## config.mk

```make
export PLATFORM = sky130hd
export DESIGN_NAME = itcm_ctrl
export DESIGN_NICKNAME = d
export VERILOG_FILES = /design/src/rtl/itcm_ctrl.sv
export SDC_FILE = /design/constraint.sdc
export NUM_CORES = 1
export LEC_CHECK = 0
export CELL_PAD_IN_SITES_DETAIL_PLACEMENT = 1
export CELL_PAD_IN_SITES_GLOBAL_PLACEMENT = 1
export CORE_MARGIN = 2
export CORE_UTILIZATION = 21
export CTS_BUF_LIST = sky130_fd_sc_hd__clkbuf_4 sky130_fd_sc_hd__clkbuf_8 sky130_fd_sc_hd__clkbuf_16
export DETAILED_ROUTE_END_ITERATION = 7
export HOLD_SLACK_MARGIN = 0.1
export PLACE_DENSITY = 0.87
export RECOVER_POWER = 25
export SETUP_SLACK_MARGIN = 0.3
export SYNTH_ARGS = -nofsm -noshare
export SYNTH_HDL_FRONTEND = slang
export SYNTH_SLANG_ARGS = --single-unit
```

## constraint.sdc

```tcl
create_clock -name clk -period 1.9 [get_ports clk]
set_input_delay 0.38 -clock clk [delete_from_list [all_inputs] [get_ports clk]]
set_output_delay 0.38 -clock clk [all_outputs]
set_load 0.02 [all_outputs]
```

## src/rtl/itcm_ctrl.sv

```systemverilog
// itcm_ctrl
//   Instruction-TCM controller between the IFU fetch-request channel and a
//   single-port synchronous SRAM with one-cycle read latency.
//   - Accepts one fetch command per cycle (valid/ready).
//   - Returns the instruction word one cycle after the command handshake.
//   - Tracks whether the SRAM output register still holds the last word read
//     (holdup). A fetch to that same word skips the SRAM access.
//   - A misaligned fetch (addr[1:0] != 0) gets an error response with zero data.
//
// Ports
//   clk, rst_n             core clock, async active-low reset
//   ifu2itcm_cmd_*         fetch command: valid/ready/byte address
//   ifu2itcm_rsp_*         fetch response: valid/ready/rdata/err
//   ifu2itcm_holdup        SRAM output currently holds the word at last_addr
//   itcm_ram_cs/addr/dout  SRAM read enable, word address, read data
module itcm_ctrl #(
  parameter int ITCM_ADDR_WIDTH = 16
) (
  input  logic                       clk,
  input  logic                       rst_n,
  input  logic                       ifu2itcm_cmd_valid,
  output logic                       ifu2itcm_cmd_ready,
  input  logic [ITCM_ADDR_WIDTH-1:0] ifu2itcm_cmd_addr,
  output logic                       ifu2itcm_rsp_valid,
  input  logic                       ifu2itcm_rsp_ready,
  output logic [31:0]                ifu2itcm_rsp_rdata,
  output logic                       ifu2itcm_rsp_err,
  output logic                       ifu2itcm_holdup,
  output logic                       itcm_ram_cs,
  output logic [ITCM_ADDR_WIDTH-3:0] itcm_ram_addr,
  input  logic [31:0]                itcm_ram_dout
);

  localparam int WAW = ITCM_ADDR_WIDTH - 2;

  logic           rsp_vld_q,   rsp_vld_d;
  logic           rsp_err_q,   rsp_err_d;
  logic           holdup_q,    holdup_d;
  logic [WAW-1:0] last_addr_q, last_addr_d;

  logic           cmd_ready;
  logic           cmd_hsk;
  logic           rsp_hsk;
  logic           misalgn;
  logic           reuse;
  logic           ram_cs;
  logic [WAW-1:0] word_addr;

  always_comb begin
    word_addr = ifu2itcm_cmd_addr[ITCM_ADDR_WIDTH-1:2];
    // A pending response blocks new commands unless it is drained this cycle,
    // so the SRAM output cannot change under a stalled response.
    cmd_ready = ~rsp_vld_q | ifu2itcm_rsp_ready;
    cmd_hsk   = ifu2itcm_cmd_valid & cmd_ready;
    rsp_hsk   = rsp_vld_q & ifu2itcm_rsp_ready;
    misalgn   = ifu2itcm_cmd_addr[1:0] != 2'b00;
    // The SRAM output register already has this word; no read needed.
    reuse     = holdup_q & (word_addr == last_addr_q);
    ram_cs    = cmd_hsk & ~misalgn & ~reuse;
  end

  always_comb begin
    rsp_vld_d   = rsp_vld_q;
    rsp_err_d   = rsp_err_q;
    holdup_d    = holdup_q;
    last_addr_d = last_addr_q;
    if (cmd_hsk) begin
      // New command overrides a response drained in the same cycle.
      rsp_vld_d = 1'b1;
      rsp_err_d = misalgn;
      if (ram_cs) begin
        last_addr_d = word_addr;
        holdup_d    = 1'b1;
      end
    end else if (rsp_hsk) begin
      rsp_vld_d = 1'b0;
    end
  end

  always_ff @(posedge clk or negedge rst_n) begin
    if (!rst_n) begin
      rsp_vld_q   <= 1'b0;
      rsp_err_q   <= 1'b0;
      holdup_q    <= 1'b0;
      last_addr_q <= '0;
    end else begin
      rsp_vld_q   <= rsp_vld_d;
      rsp_err_q   <= rsp_err_d;
      holdup_q    <= holdup_d;
      last_addr_q <= last_addr_d;
    end
  end

  assign ifu2itcm_cmd_ready = cmd_ready;
  assign ifu2itcm_rsp_valid = rsp_vld_q;
  assign ifu2itcm_rsp_err   = rsp_err_q;
  assign ifu2itcm_rsp_rdata = rsp_err_q ? 32'h0 : itcm_ram_dout;
  assign ifu2itcm_holdup    = holdup_q;
  assign itcm_ram_cs        = ram_cs;
  assign itcm_ram_addr      = word_addr;

endmodule

```

# Word level (Yosys, flattened, before mapping)
# Index checks and enable logic that the tools add are counted.
[word_totals]
reg_bits = 17
out_inout_bits = 51
[op_classes]
eq_ne = 1
muxes = 3
bitwise_logic = 9
reduce_logical = 3
[op_table]
columns = ["cell", "count"]
rows = [
  ["$mux W32", 1],
  ["$eq A14 B14 Y1", 1],
  ["$and A1 B1 Y1", 5],
  ["$reduce_bool A2 Y1", 2],
  ["$not A1 Y1", 3],
  ["$mux W1", 2],
  ["$reduce_and A2 Y1", 1],
  ["$or A1 B1 Y1", 1],
]

# Depth between registers and ports, before layout
# Gate-level depths: netlist of the first run.
[logic_depth]
word_depth = 6
mapped_depth = 6
depth_no_buf = 5

# Least setup slack after synthesis of the first run
# No wires, ideal clock.
[synth_path]
path_kind = "reg-to-reg"
from = "register rsp_vld_q, in the netlist ifu2itcm_rsp_valid"
to = "register last_addr_q[10]"
setup_time_ns = 0.125
arrival_ns = 1.658
t_required_ns = 1.775
setup_slack_ns = 0.118
stages_incl_launch_ff = 6
n_path_buf = 1
period_less_slack_ns = 1.782
path_cell_list = "dfrtp_1 > nand2b_1 > nand3_1 > nor2_2 > buf_6 > mux2_2"
[synth_via]
elab_chain_len = 6
[synth_rtl]
columns = ["element", "line_no", "text"]
rows = [
  ["start, declared", "36", "logic rsp_vld_q, rsp_vld_d;"],
  ["start signal, assigned", "87", "rsp_vld_q <= rsp_vld_d;"],
  ["$not A1 Y1", "53", "cmd_ready = ~rsp_vld_q | ifu2itcm_rsp_ready;"],
  ["$or A1 B1 Y1", "53", ""],
  ["net ifu2itcm_cmd_ready", "22", "output logic ifu2itcm_cmd_ready,"],
  ["$and A1 B1 Y1", "54", "cmd_hsk = ifu2itcm_cmd_valid & cmd_ready;"],
  ["$and A1 B1 Y1 (2 in series)", "59", "ram_cs = cmd_hsk & ~misalgn & ~reuse;"],
  ["net itcm_ram_cs", "29", "output logic itcm_ram_cs,"],
  ["$reduce_and A2 Y1 (no line)", "-", ""],
  ["end signal, assigned", "90", "last_addr_q <= last_addr_d;"],
  ["end, declared", "39", "logic [WAW-1:0] last_addr_q, last_addr_d;"],
]
# The timed path passes the listed nets, and every way through them passes these cells.
# A chain may end at the register's enable or synchronous reset.

# Worst setup path after layout of the first run
[layout_path]
from = "input ifu2itcm_cmd_addr[3]"
to = "output itcm_ram_cs"
[layout_via]
elab_chain_len = 4
[layout_rtl]
columns = ["element", "line_no", "text"]
rows = [
  ["start, declared", "23", "input logic [ITCM_ADDR_WIDTH-1:0] ifu2itcm_cmd_addr,"],
  ["$eq A14 B14 Y1", "58", "reuse = holdup_q & (word_addr == last_addr_q);"],
  ["$and A1 B1 Y1", "58", ""],
  ["$not A1 Y1", "59", ""],
  ["$and A1 B1 Y1", "59", ""],
  ["end, declared", "29", ""],
]
# No other way between the ends.

==> results of run 1 <==
## layout by cell type, fill, tap and decap left out, types with 2 or more instances in the layout
cell type | netlist | layout
sky130_fd_sc_hd__buf_12 | 0 | 2
sky130_fd_sc_hd__buf_2 | 0 | 32
sky130_fd_sc_hd__buf_4 | 14 | 14
sky130_fd_sc_hd__buf_6 | 1 | 2
sky130_fd_sc_hd__clkbuf_1 | 3 | 2
sky130_fd_sc_hd__clkbuf_8 | 0 | 3
sky130_fd_sc_hd__clkdlybuf4s50_1 | 0 | 36
sky130_fd_sc_hd__dfrtp_1 | 17 | 17
sky130_fd_sc_hd__dlygate4sd2_1 | 0 | 30
sky130_fd_sc_hd__mux2_2 | 14 | 14
sky130_fd_sc_hd__nand2b_1 | 3 | 3
sky130_fd_sc_hd__nand4_1 | 3 | 3
sky130_fd_sc_hd__nor2b_1 | 32 | 32
sky130_fd_sc_hd__xnor2_1 | 14 | 14
## critical path: stages
cell and delay [ns]:
sky130_fd_sc_hd__dlygate4sd2_1 0.25, sky130_fd_sc_hd__xnor2_1 0.16, sky130_fd_sc_hd__nand4_1 0.19, sky130_fd_sc_hd__nor4_4 0.35, sky130_fd_sc_hd__nor2_4 0.06, sky130_fd_sc_hd__buf_6 0.13
## what timing repair did
action / 4_1_cts / 5_1_grt
endpoints found under the setup margin: 65 / 28
gates resized for setup: 159 / 18
pin swaps: 10 / 3
buffers inserted: 0 / 1
cloned: 0 / 1
## worst max path at each step
stage	from	end	slack, ns	cells after the start
2_1_floorplan	last_addr_q[9]	last_addr_q[10]	0.31	6
3_3_place_gp	ifu2itcm_cmd_addr[8]	itcm_ram_cs	-0.58	6
3_5_place_dp	ifu2itcm_cmd_addr[5]	itcm_ram_cs	-0.63	6
4_1_cts	ifu2itcm_cmd_addr[3]	itcm_ram_cs	0.004	6
5_1_grt	last_addr_q[0]	itcm_ram_cs	-0.08	5
6_report	ifu2itcm_cmd_addr[3]	itcm_ram_cs	-0.0001	6
## power groups by stage
stage | clock (mW) | combinational [mW] | sequential (mW)
6_report | 0.264 | 0.544 | 0.481
5_1_grt | 0.303 | 0.589 | 0.490
4_1_cts | 0.278 | 0.560 | 0.483
3_5_place_dp | 0 | 0.613 | 0.490
3_3_place_gp | 0 | 0.597 | 0.486
2_1_floorplan | 0 | 0.309 | 0.486
## area by class of cell
type	instances	area, µm²
Clock inverter	1	5.00
Multi-Input combinational cell	73	581
Timing Repair Buffer	121	1000
Sequential cell	17	425
Tap cell	70	87.6
Clock buffer	3	41.3
Fill cell	628	2960
## flip-flops by register name, summed over array words and instances, names as in the netlist
| register | cells |
|---|---|
| ifu2itcm_rsp_valid | 1 |
| last_addr_q | 14 |
| ifu2itcm_holdup | 1 |
| ifu2itcm_rsp_err | 1 |
## kinds of logic after synthesis
logic type / after synthesis
flip-flops: 17
XOR/XNOR: 14
buffers and inverters: 18
multiplexers: 14
AND/OR/NAND/NOR: 43
AO/OA/AOI/OAI: 2
## metrics by stage
step / cells / hold slack, ns / setup WS (ns)
finish: 285 / 0.497 / -0.000148
global route: 285 / 0.534 / -0.0751
CTS: 283 / 0.462 / 0.00383
detailed placement: 279 / 0.486 / -0.627
global placement: 279 / 0.476 / -0.583
floorplan: 108 / 0.0844 / 0.306
## metal layers
layer | vias to the layer above | share of wire | global-route usage
li1 | 551 | - | -
met1 | 541 | 0.40 | 0.139
met2 | 49 | 0.53 | 0.230
met3 | 0 | 0.068 | 0.0294
met4 | 0 | 0 | 0.0164
met5 | - | 0 | 0
==> flow_metrics.py, run 1 <==
metrics = {
    "global_routing": {
        "grt_util_all_layers": 0.121,
        "largest_net_degree_at_the_start_of_global_routing": 35,
        "first_global_vias": 1174,
        "grt_antenna_before_repair": 0,
        "grt_pass1_wl_um": 5850,
        "grt_overflow_total": 0,
    },
    "clocking": {
        "cts_root_buf": "sky130_fd_sc_hd__clkbuf_8",
        "number_of_levels_in_the_clock_h_tree": 1,
        "clk_pin_slew_worst_paths_ns": 0.06,
        "ctsHoldBuffers": 0,
        "cts-buffers-inserted": 3,
        "clock_sink_count": 17,
        "cts_tree": "built",
        "clock_tree.buffer_depth": 2,
        "clk-insertion-delay-late_ns": 0.25,
    },
    "power_and_ir_drop": {
        "ir_drop_mv": 0.318,
        "power_density_over_the_cells_nw_per_um2": 602,
        "internal-power_mw": 0.877,
        "power.share.switching": 0.320,
        "total_leakage_power_nw": 0.973,
        "power_frac_comb": 0.422,
        "pwr-share-seq": 0.373,
        "power.clock.fraction": 0.205,
        "finalPower_mw": 1.29,
        "switchingPower_mw": 0.413,
    },
    "min_path": {
        "min_delay_path_class": "reg -> reg",
        "worstHoldStart": "ifu2itcm_holdup",
        "holdPathStages": 1,
        "min_to": "ifu2itcm_holdup",
    },
    "logic_synthesis": {
        "synth_fa_ha_area_frac": 0,
        "yosysMostFrequentCell": "sky130_fd_sc_hd__nor2b_1",
        "post_synth.cell_area_avg_um2": 10.3,
        "list_of_most_frequent_post_synthesis_cells": "sky130_fd_sc_hd__nor2b_1 (32), sky130_fd_sc_hd__dfrtp_1 (17), sky130_fd_sc_hd__buf_4 (14), sky130_fd_sc_hd__mux2_2 (14), sky130_fd_sc_hd__xnor2_1 (14)",
        "post_synth_inst_count": 108,
        "synth_edf_count": 0,
        "ff_latch_count_synth": 17,
        "ys_top_cells_by_area": "sky130_fd_sc_hd__dfrtp_1 (38%), sky130_fd_sc_hd__nor2b_1 (18%), sky130_fd_sc_hd__mux2_2 (14%), sky130_fd_sc_hd__xnor2_1 (11%), sky130_fd_sc_hd__buf_4 (9.4%)",
        "synth_top_area_frac": 0.382,
        "post_synth_xor_area_fraction": 0.110,
        "post_synth_mux_area_share": 0.141,
        "ys_flop_type": "sky130_fd_sc_hd__dfrtp_1",
        "synth_compound_area_frac": 0.0101,
        "synth.cell_area_um2": 1110,
        "synth_top_family_by_area": "simple AND/OR/NAND/NOR gates",
        "synth_sequential_area_ratio": 0.382,
        "yosys_warnings": 0,
        "synthArstFlopShare": 1.00,
        "netlist.top_cell.by_area": "sky130_fd_sc_hd__dfrtp_1",
        "yosys.cell_types.count": 15,
        "post_synthesis_share_of_cell_area_spent_on_and_or_nand_and_nor_gates": 0.242,
        "post_syn_nets": 160,
    },
    "worst_setup_path": {
        "critical_path_fanouts_max": 2,
        "critPathArrivalTime_ns": 1.52,
        "reg2reg_setup_slack_ns": 0.08,
        "end_kind": "output port",
        "rr_startpoint": "last_addr_q[1]",
        "worstPathRequired_ns": 1.52,
        "r2r_cells": 7,
        "critical_path.reg2reg.endpoint": "last_addr_q[4]",
        "kind_of_launch_point_of_the_worst_setup_path": "input port",
        "criticalPathCategory": "in -> out",
    },
    "die": {
        "rows": 26,
        "num_io_pins": 103,
        "die-height_um": 76.9,
        "effective_utilization_at_floorplan": 0.218,
        "design.core.area_um2": 5110,
        "fp.dieArea_um2": 5910,
        "die_width_um": 76.9,
    },
    "placed_design": {
        "port_buffers": 102,
        "placed_cell_area_um2": 2250,
        "hpwl_detailed_um": 3080,
        "gp_congestion": 0.652,
    },
    "final_layout": {
        "post_route_cells_drive_above_1_share": 0.335,
        "fin_nets": 268,
        "finish.instance_area_um2": 2140,
        "layout.core_utilization": 0.420,
        "area_delta_synth_final_pct": 92.3,
        "antenna_cells": 0,
    },
    "outcome": {
        "status": "finished with violations",
        "failed_checks": "setup timing",
    },
    "job": {
        "maxCapViolations": 0,
    },
    "sta": {
        "finalMaxSlewViolations": 0,
        "post-route-min-period_ns": 1.90,
        "worst-slew-pin-transition_ns": 0.938,
        "fin_setup_tns_ns": -0.000148,
        "max_slew_margin": 0.375,
        "layout_worst_path_cycle_share": 1.00,
        "final.setup.worst_slack_ns": -0.000148,
        "final_hold_vio_count": 0,
        "final_setup_violation_count": 1,
        "fmax_mhz": 526,
        "setup_skew_after_layout_ns": 0.00317,
        "unrepaired_setup_endpoints_after_global_routing": "yes",
    },
    "detailed_routing": {
        "detailroute.via_count": 1141,
        "route.detailed.vias_per_inst": 4.00,
        "drt.antenna.violating_nets": 0,
        "first_iter_violations": 5,
        "drc_errors": 0,
        "wl_um": 3700,
        "wl_per_cell_um": 13.0,
        "drt_pre_antenna_iters": 4,
    },
}
Power figures use the tool's default switching activity.
==> run 2, diff against run 1 <==
--- a/config.mk
+++ b/config.mk
@@ -15,6 +15,7 @@
 export PLACE_DENSITY = 0.87
 export RECOVER_POWER = 25
 export SETUP_SLACK_MARGIN = 0.3
+export SLEW_MARGIN = 15
 export SYNTH_ARGS = -nofsm -noshare
 export SYNTH_HDL_FRONTEND = slang
 export SYNTH_SLANG_ARGS = --single-unit
==> results of run 2 <==
Same layout as run 1: the final DEF is identical, and so are final timing and power.
==> run 3, diff against run 2 <==
==> constraint.sdc (replaced) <==
create_clock -name clk -period 1.8 [get_ports clk]
set_input_delay 0.36 -clock clk [delete_from_list [all_inputs] [get_ports clk]]
set_output_delay 0.36 -clock clk [all_outputs]
set_load 0.02 [all_outputs]
==> flow_metrics.py, run 3 (synthesized netlist as in run 1, its figures left out) <==
metrics = {
    "outcome": {
        "status": "finished with violations",
        "failed_checks": "setup timing",
    },
    "clocking": {
        "number_of_levels_in_the_clock_h_tree": 1,
        "clk-insertion-delay-late_ns": 0.25,
        "ctsHoldBuffers": 0,
        "clock_tree.buffer_depth": 2,
        "cts-buffers-inserted": 3,
        "clock_sink_count": 17,
        "cts_root_buf": "sky130_fd_sc_hd__clkbuf_8",
        "clk_pin_slew_worst_paths_ns": 0.07,
        "cts_tree": "built",
    },
    "detailed_routing": {
        "wl_per_cell_um": 15.9,
        "drt.antenna.violating_nets": 0,
        "detailroute.via_count": 1226,
        "drt_pre_antenna_iters": 2,
        "first_iter_violations": 15,
        "wl_um": 4590,
        "route.detailed.vias_per_inst": 4.24,
        "drc_errors": 0,
    },
    "worst_setup_path": {
        "timing.critical_path.cells": "dlygate4sd2_1 > xnor2_2 > nand4_1 > nor4_4 > nor2_4 > buf_6",
        "critPathArrivalTime_ns": 1.52,
        "kind_of_launch_point_of_the_worst_setup_path": "input port",
        "r2r_cells": 7,
        "worstPathRequired_ns": 1.44,
        "reg2reg_setup_slack_ns": 0,
        "criticalPathCategory": "in -> out",
        "end_kind": "output port",
        "worst_path_largest_cell_delay_ns": 0.33,
        "critical_path_fanouts_max": 3,
        "crit_slowest_cell": "sky130_fd_sc_hd__nor4_4",
    },
    "sta": {
        "final.setup.worst_slack_ns": -0.0790,
        "final_setup_violation_count": 15,
        "fmax_mhz": 532,
        "max_slew_margin": 0.353,
        "finalMaxSlewViolations": 0,
        "fin_setup_tns_ns": -0.299,
        "worst-slew-pin-transition_ns": 0.970,
        "post-route-min-period_ns": 1.88,
        "layout_worst_path_cycle_share": 1.04,
        "unrepaired_setup_endpoints_after_global_routing": "yes",
        "final_hold_vio_count": 0,
        "setup_skew_after_layout_ns": 0.00132,
    },
    "min_path": {
        "holdPathStages": 1,
        "min_delay_path_class": "reg -> reg",
    },
    "global_routing": {
        "first_global_vias": 1198,
        "grt_util_all_layers": 0.133,
        "largest_net_degree_at_the_start_of_global_routing": 25,
        "grt_overflow_total": 0,
        "grt_antenna_before_repair": 0,
        "grt_pass1_wl_um": 6310,
    },
    "final_layout": {
        "post_route_cells_drive_above_1_share": 0.475,
        "largest_reg_flops": 14,
        "fill_cells": 563,
        "top_register": "last_addr_q",
        "layout_commonest_cell": "sky130_fd_sc_hd__clkdlybuf4s50_1",
        "fin_nets": 272,
        "area_delta_synth_final_pct": 134,
        "antenna_cells": 0,
        "mostFrequentLayoutCells": "sky130_fd_sc_hd__clkdlybuf4s50_1 (34), sky130_fd_sc_hd__dlygate4sd2_1 (32), sky130_fd_sc_hd__buf_6 (26), sky130_fd_sc_hd__buf_4 (23), sky130_fd_sc_hd__nor2b_4 (22)",
    },
    "placed_design": {
        "gp_congestion": 0.675,
        "port_buffers": 102,
        "hpwl_detailed_um": 3150,
        "dp_worst_setup_slack_ns": -0.682,
    },
    "die": {
        "design.core.area_um2": 5110,
        "fp.dieArea_um2": 5910,
        "die-height_um": 76.9,
        "rows": 26,
        "die_width_um": 76.9,
        "effective_utilization_at_floorplan": 0.218,
        "num_io_pins": 103,
    },
    "power_and_ir_drop": {
        "total_leakage_power_nw": 1.18,
        "power_density_over_the_cells_nw_per_um2": 614,
        "ir_drop_mv": 0.450,
    },
    "job": {
        "maxCapViolations": 0,
    },
}
run 3: critical path: cells and delay by family:
kind                   cells  cell delay [ns]
XOR/XNOR                   1             0.18
buffers and inverters      2             0.42
AND/OR/NAND/NOR            3             0.56
run 3: area by class of cell:
cell class              instances  area [µm²]  share of cell area
flip-flops and latches         17         427               0.164
repair buffers                125        1270               0.489
multi-input cells              73         768               0.295
clock buffers                   4        48.8              0.0187
well taps                      70        87.6              0.0336
run 3: path summary, 6_finish.rpt:
path                                          to                   from
min in group asynchronous        last_addr_q[11]                  rst_n
worst min register to register   ifu2itcm_holdup        ifu2itcm_holdup
worst min-delay path             ifu2itcm_holdup        ifu2itcm_holdup
worst max-delay path                 itcm_ram_cs  ifu2itcm_cmd_addr[10]
worst max register to register    last_addr_q[6]         last_addr_q[8]
max in group asynchronous       ifu2itcm_rsp_err                  rst_n
run 3: layer usage:
| layer | vias to the layer above | routed length, µm | GRT usage | share of wire |
|---|---|---|---|---|
| li1 | 564 | - | - | - |
| met3 | 0 | 355 | 0.0518 | 0.077 |
| met5 | - | 0 | 0 | 0 |
| met2 | 63 | 2590 | 0.254 | 0.56 |
| met1 | 599 | 1650 | 0.142 | 0.36 |
| met4 | 0 | 0 | 0.0109 | 0 |
run 3: power breakdown:
part / leakage, nW / switching (mW) / internal, mW / total, mW
Sequential: 0.196 / 0.0669 / 0.458 / 0.525
Combinational: 0.955 / 0.317 / 0.454 / 0.771
Clock: 0.0262 / 0.132 / 0.172 / 0.304
run 3: stage by stage:
stage                     std cells  hold slack [ns]  power, mW  instance area, µm²  utilization
after floorplan                 108           0.0644      0.844                1140            -
after global placement          278            0.485       1.15                2250        0.440
after detailed placement        278            0.497       1.17                2250        0.440
after CTS                       285            0.466       1.42                2180        0.427
after global routing            289            0.535       1.69                2600        0.510
final                           289            0.514       1.60                2600        0.510
run 3: what timing repair did:
action / in CTS / in global routing
pin swaps: 9 / 9
buffers inserted: 2 / 0
hold endpoints to repair: 0 / 0
setup endpoints to repair: 65 / 47
gates resized for setup: 186 / 97
cloned: 1 / 4
